<file path="src/rtl/uart_tx_sequencer.sv">
// UART transmit sequencer: pops bytes from a show-ahead TX FIFO and serializes
// them as start / 8 data (LSB first) / optional parity / 1 or 2 stop bits.
module uart_tx_sequencer #(
  parameter int DIV_WIDTH  = 16,
  parameter int DATA_WIDTH = 8
) (
  input  logic                  clk,
  input  logic                  rstn,
  input  logic                  enable,
  input  logic [DIV_WIDTH-1:0]  baud_div,
  input  logic                  parity_en,
  input  logic                  parity_odd,
  input  logic                  stop2,
  input  logic                  fifo_empty,
  input  logic [DATA_WIDTH-1:0] fifo_data,
  output logic                  fifo_pop,
  output logic                  txd,
  output logic                  busy,
  output logic                  tx_done
);

  localparam int BW = $clog2(DATA_WIDTH);

  typedef enum logic [2:0] {IDLE, START, DATA, PARITY, STOP} state_t;

  // Frame settings captured on the pop edge; later input changes never reach
  // the frame in flight.
  typedef struct packed {
    logic [DIV_WIDTH-1:0] div;
    logic                 par_en;
    logic                 par_bit;
    logic                 stop2;
  } cfg_t;

  state_t                state, state_nxt;
  cfg_t                  cfg;
  logic [DATA_WIDTH-1:0] shift, shift_nxt;
  logic [DIV_WIDTH-1:0]  baud_cnt;
  logic [BW-1:0]         bit_cnt;
  logic                  stop_cnt;
  logic                  txd_q, txd_nxt;
  logic                  pop, baud_end, last_bit, last_stop;

  assign pop       = rstn && (state == IDLE) && enable && !fifo_empty;
  assign baud_end  = (baud_cnt == cfg.div - DIV_WIDTH'(1));
  assign last_bit  = (bit_cnt == BW'(DATA_WIDTH - 1));
  assign last_stop = !cfg.stop2 || stop_cnt;

  always_ff @(posedge clk or negedge rstn) begin
    if (!rstn) state <= IDLE;
    else       state <= state_nxt;
  end

  always_comb begin
    state_nxt = state;
    case (state)
      IDLE:    if (pop) state_nxt = START;
      START:   if (baud_end) state_nxt = DATA;
      DATA:    if (baud_end && last_bit) state_nxt = cfg.par_en ? PARITY : STOP;
      PARITY:  if (baud_end) state_nxt = STOP;
      STOP:    if (baud_end && last_stop) state_nxt = IDLE;
      default: state_nxt = IDLE;
    endcase
  end

  always_comb begin
    fifo_pop = pop;
    busy     = (state != IDLE);
    tx_done  = (state == STOP) && baud_end && last_stop;
    txd      = txd_q;
  end

  // txd is registered, so it is computed from the state being entered.
  always_comb begin
    shift_nxt = shift;
    if (pop)                          shift_nxt = fifo_data;
    else if (state == DATA && baud_end) shift_nxt = shift >> 1;
    txd_nxt = 1'b1;
    case (state_nxt)
      START:   txd_nxt = 1'b0;
      DATA:    txd_nxt = shift_nxt[0];
      PARITY:  txd_nxt = cfg.par_bit;
      default: txd_nxt = 1'b1;
    endcase
  end

  always_ff @(posedge clk or negedge rstn) begin
    if (!rstn) begin
      cfg      <= '0;
      shift    <= '0;
      baud_cnt <= '0;
      bit_cnt  <= '0;
      stop_cnt <= 1'b0;
      txd_q    <= 1'b1;
    end else begin
      shift <= shift_nxt;
      txd_q <= txd_nxt;
      if (pop) begin
        cfg.div     <= (baud_div < DIV_WIDTH'(2)) ? DIV_WIDTH'(2) : baud_div;
        cfg.par_en  <= parity_en;
        cfg.par_bit <= (^fifo_data) ^ parity_odd;
        cfg.stop2   <= stop2;
      end
      if (state == IDLE || baud_end) baud_cnt <= '0;
      else                           baud_cnt <= baud_cnt + DIV_WIDTH'(1);
      if (state != DATA)  bit_cnt <= '0;
      else if (baud_end)  bit_cnt <= bit_cnt + BW'(1);
      if (state != STOP)  stop_cnt <= 1'b0;
      else if (baud_end)  stop_cnt <= ~stop_cnt;
    end
  end

endmodule

</file>
<file path="config.mk">
export PLATFORM = sky130hd
export DESIGN_NAME = uart_tx_sequencer
export DESIGN_NICKNAME = d
export VERILOG_FILES = /design/src/rtl/uart_tx_sequencer.sv
export SDC_FILE = /design/constraint.sdc
export NUM_CORES = 1
export LEC_CHECK = 0
export BUFFER_PORTS_ARGS = -buffer_cell sky130_fd_sc_hd__clkbuf_2
export CORE_ASPECT_RATIO = 1.5
export CORE_MARGIN = 8
export CORE_UTILIZATION = 58
export CTS_CLUSTER_DIAMETER = 30
export CTS_CLUSTER_SIZE = 25
export DETAILED_ROUTE_END_ITERATION = 16
export GPL_TIMING_DRIVEN = 1
export PLACE_DENSITY = 0.79
export SLEW_MARGIN = 20
export SYNTH_ARGS = -nofsm -noshare
export SYNTH_HDL_FRONTEND = slang
export SYNTH_SLANG_ARGS = --single-unit
</file>
<file path="constraint.sdc">
create_clock -name clk -period 4.5 [get_ports clk]
set_input_delay 0.225 -clock clk [delete_from_list [all_inputs] [get_ports clk]]
set_output_delay 0.225 -clock clk [all_outputs]
set_load 0.03 [all_outputs]
</file>
After elaboration in Yosys (flattened, before gate mapping)

Index checks and enable logic that the tools add are counted.

Bits in registers: 51
Bits of input ports: 31
Logic and storage cells: 62

Multiplexer cells: 16
Bitwise logic cells: 2
Equality and inequality tests: 11
Add/sub/neg operators: 3
$lt $le $gt $ge: 1
Reduce and logical (&&, ||, !) cells: 18

Operator list:

| cell                  | count |
|---|---|
| $mux 16               | 2 |
| $mux 3                | 8 |
| $add 16x1->16 const B | 1 |
| $eq 16x16->1          | 1 |
| $lt 16x2->1 const B   | 1 |
| $mux 8                | 2 |
| $sub 16x1->16 const B | 1 |
| $pmux 3 s5            | 1 |
| $eq 3x2->1 const B    | 4 |
| $logic_and 1x1->1     | 8 |
| $reduce_xor 8->1      | 1 |
| $eq 3x1->1 const B    | 2 |
| $eq 3x3->1 const B    | 2 |
| $reduce_bool 2->1     | 3 |
| $add 3x1->3 const B   | 1 |
| $logic_not 3->1       | 1 |
| $ne 3x2->1 const B    | 1 |
| $ne 3x3->1 const B    | 1 |
| $pmux 1 s3            | 1 |
| $reduce_bool 3->1     | 1 |
| $logic_not 1->1       | 2 |
| $logic_or 1x1->1      | 2 |
| $mux 1                | 2 |
| $not 1->1             | 1 |
| $xor 1x1->1           | 1 |

Logic depth before layout (Yosys ltp)

Depth after elaboration: 8
Mapped depth: 12
Mapped depth without buffers: 11

Worst setup path before layout

No wires, ideal clock.

Path type: flip-flop to flip-flop
From: reg cfg[3] (netlist bit)
To: reg txd_q (netlist: txd)
Slack: 612 ps
Required time: 4418 ps
Stages on the path, launching flop included: 13
Period minus slack after synthesis: 3888 ps
Library setup time: 82 ps
Arrival: 3806 ps
Cell sequence: dfrtp_1 > inv_1 > ha_1 > nor4b_1 > a21oi_1 > or4b_2 > a2111oi_4 > nand3_2 > or3_1 > buf_2 > o31a_1 > or4b_1 > mux2_2

Longest elaborated chain between the ends: 7
Elaborated cells between the ends (all ways): 16
Classes of those cells: add/sub: 1; eq/ne: 4; mux: 8; reduce/logical: 3

Ends and longest elaborated chain:

| what                                            | RTL line | text |
|---|---|---|
| start: declaration                              | 36       | `cfg_t cfg;` |
| $sub 16x1->16 (*)                               | 45       | `assign baud_end = (baud_cnt == cfg.div - DIV_WIDTH'(1));` |
| $eq 16x16->1 (*)                                | 45       |  |
| $logic_and 1x1->1, on equally long branches     | 61, 59   |  |
| $mux 3, on equally long branches                | 61, 59   |  |
| $pmux 3 s5                                      | 56       | `case (state)` |
| $eq 3x2->1 / $eq 3x1->1 (equally long branches) | 79       | `case (state_nxt)` |
| $pmux 1 s3 (*)                                  | 79       |  |
| net txd_nxt                                     | 41       | `logic txd_q, txd_nxt;` |
| end signal: assignment                          | 97       | `txd_q <= txd_nxt;` |
| end: declaration                                | 41       |  |

Mark *: on every way through the listed nets, which the timed path passes. The rest lies on a longest branch. The select of a mux whose other input is x is not followed.
A chain may end at the register's enable or synchronous reset.

Worst setup path after layout

Ends and elaborated chain as after synthesis.

==> qor.yml <==
timing:
  timing.final.crit_share_pct: 92.4
  max_freq_ghz: 0.240
  drv_slew: 0
  final_hold_viol_count: 0
  period_minus_slack_ns: 4.16
  skew_ns: 0.00957
  setup-tns-final_ns: 0
  worst_pin_slew_ns: 1.07
  slew_headroom_pct: 28.5
  setup_viol_count_final: 0
  rsz0062_at_grt: "false"
yosys:
  synth-compound-area-share_pct: 9.97
  synth_top_family_by_area: "simple AND/OR/NAND/NOR gates"
  syn_area_per_cell_um2: 9.82
  synthAdderAreaFrac_pct: 1.68
  synth_fp_nets: 338
  synth-simple-area-share_pct: 22.1
  yosys.area.top_type: "dfrtp_1"
  synth_area_leaders: "dfrtp_1 (42%), xnor2_1 (7.1%), mux2_2 (5.7%), xor2_1 (4.7%), nor2_1 (4.0%)"
  synth_most_common_cell: "dfrtp_1"
  synthCells: 303
  ys_seq_area_share_pct: 43.0
  synth_cell_types: 53
  ys_warn_count: 0
  synthMuxAreaShare_pct: 8.04
  synth_common_cells: "dfrtp_1 (50), nor2_1 (32), nand2_1 (27)"
  postSynth.asyncResetShare_pct: 100
  synth_top_area_share_pct: 42.1
  synth-edff-count: 0
  synth_seq_cells: 51
  synth_xor_area_share_pct: 12.5
  synth_area_um2: 2970
  synth_ff_type: "dfrtp_1"
global_routing:
  grt_pass1_wl_um: 10800
  gr-usage-all-layers_pct: 17.8
  grt_overflow: 0
  antenna_found_initial: 0
  grt_max_degree: 52
  grt_pass1_vias: 2430
clocking:
  cts_sinks: 51
  post_cts_buffers: 0
  cts_root_buf: "clkbuf_8"
  clock_latency_ns: 0.32
  cts_hold_buf: 0
  cts.path.max_buffers: 2
  clk_pin_slew_ns: 0.09
  cts_tree: "built"
  h-tree-depth: 2
  cts_resized: 0
  cts_buffers: 5
floorplanning:
  io_pins: 35
  die_area_um2: 7720
  die-width_um: 74.5
  initial_utilization_pct: 59.0
  core-area_um2: 5040
  fp.dieH_um: 104
  rows: 32
finish:
  fin_nets: 371
  fin_cells: 405
  n_antenna_cell: 0
  seq_area_um2: 1280
  multi_input_area_um2: 1620
  layout-drive-gt1-share_pct: 21.7
  area_growth_pct: 11.1
  n_fill_cell: 433
status:
  status: "finished, final reports clean"
setup_path:
  cp-start-kind: "flip-flop"
  crit_path_end_kind: "flip-flop"
  crit_required_ns: 4.75
  crit_type: "flip-flop to flip-flop"
  worstPathMaxFanout: 6
  arrival_ns: 4.41
drt:
  wl_um: 6380
  vias: 2322
  wl_per_cell_um: 15.7
  drtAntennaViolNets: 0
  dr.pass1.iters: 4
  viasPerCell: 5.73
  drt_iter0_markers: 171
  drc: 0
min_path:
  hp-class: "input port to async pin"
placed_design:
  dpl.hpwl_um: 4930
  dp.cells: 397
  port_buffers: 34
  gp_congestion: 0.916
flow_run:
  maxCapViolCount: 0
pwr:
  powerDensity_nw_per_um2: 496
  p_leak_nw: 1.41
  max-vdd-ir-drop_mv: 0.348
[worst max-delay path, stage by stage, from the launching register on]
cell	delay [ns]
dfrtp_1	0.42
inv_1	0.08
ha_1	0.26
nor4b_1	0.57
a21oi_1	0.14
or4b_2	0.66
a2111oi_4	0.33
nand3_2	0.15
or3_1	0.43
o31a_1	0.29
or4b_1	0.50
mux2_2	0.27
[power breakdown]
group          total [mW]  switching [mW]  internal [mW]  leakage (nW)
clock network       0.281           0.155          0.126        0.0484
logic               0.583           0.301          0.282         0.723
registers           0.775           0.173          0.602         0.636
total                1.64           0.629           1.01          1.41
[cells in the final DEF, fill, tap and decap left out, types with 3 or more instances in the layout]
| master | n |
|---|---|
| or3_1 | 7 |
| nor3_1 | 7 |
| nor2b_1 | 3 |
| nor2_1 | 32 |
| a21oi_1 | 6 |
| nand2_1 | 27 |
| nand2b_1 | 6 |
| ha_1 | 4 |
| clkbuf_2 | 34 |
| buf_4 | 4 |
| inv_1 | 7 |
| mux2i_1 | 7 |
| o31ai_1 | 3 |
| mux2_2 | 15 |
| dfrtp_1 | 50 |
| a22oi_1 | 4 |
| nor4_1 | 6 |
| o21ai_0 | 11 |
| and3_1 | 6 |
| xnor2_1 | 24 |
| xor2_1 | 16 |
| clkbuf_8 | 6 |
| nand3_1 | 14 |
[final timing paths]
path	end	slack, ns	cells after the start	start
min in group clk	cfg[2]	0.12	3	parity_en
worst min register to register	shift[5]	0.48	2	shift[5]
worst max register to register	txd	0.34	11	cfg[3]
max in group asynchronous	cfg[5]	3.98	2	rstn
worst max-delay path	txd	0.34	11	cfg[3]
worst min-delay path	baud_cnt[2]	0.09	2	rstn
[state kept, by name, summed over array words and instances (netlist names)]
register and count:
baud_cnt 16, txd 1, bit_cnt 3, cfg 19, shift 8, state 3, stop_cnt 1
[logic make-up (layout without fill, tap and decap cells)]
kind of cell / after synthesis / after routing
buf+inv: 19 / 53
simple gates: 125 / 125
mux: 22 / 22
xor+xnor: 41 / 41
fa+ha+maj: 4 / 4
flops: 51 / 51
compound gates: 41 / 41
[stage by stage]
stage	power [mW]	instance area (um2)	setup WS, ns	util (%)	hold WS (ns)
6_report	1.64	3300	0.340	65.5	0.0881
4_1_cts	1.65	3300	0.344	65.5	0.116
3_3_place_gp	1.35	3210	0.461	63.6	0.432
3_5_place_dp	1.37	3210	0.342	63.6	0.441
5_1_grt	1.74	3300	0.0957	65.5	0.144
2_1_floorplan	1.21	2970	0.612	-	-0.0706
[per-layer routing]
layer | wire length, um | part of all wire, % | up-vias | track usage (%)
met5 | 0 | 0 | - | 0
met4 | 170 | 2.7 | 0 | 8.59
met3 | 234 | 3.7 | 14 | 3.38
met2 | 3460 | 54 | 51 | 31.0
met1 | 2510 | 39 | 1127 | 19.5
li1 | - | - | 1130 | -
[final cells by class]
type | count | share of cell area, %
clock inverter | 1 | 0.265
tap | 68 | 2.57
timing repair buffer | 38 | 6.06
sequential | 51 | 38.7
multi-input combinational | 233 | 49.0
clock buffer | 7 | 2.61
inverter | 7 | 0.795
Power figures use the tool's default switching activity.
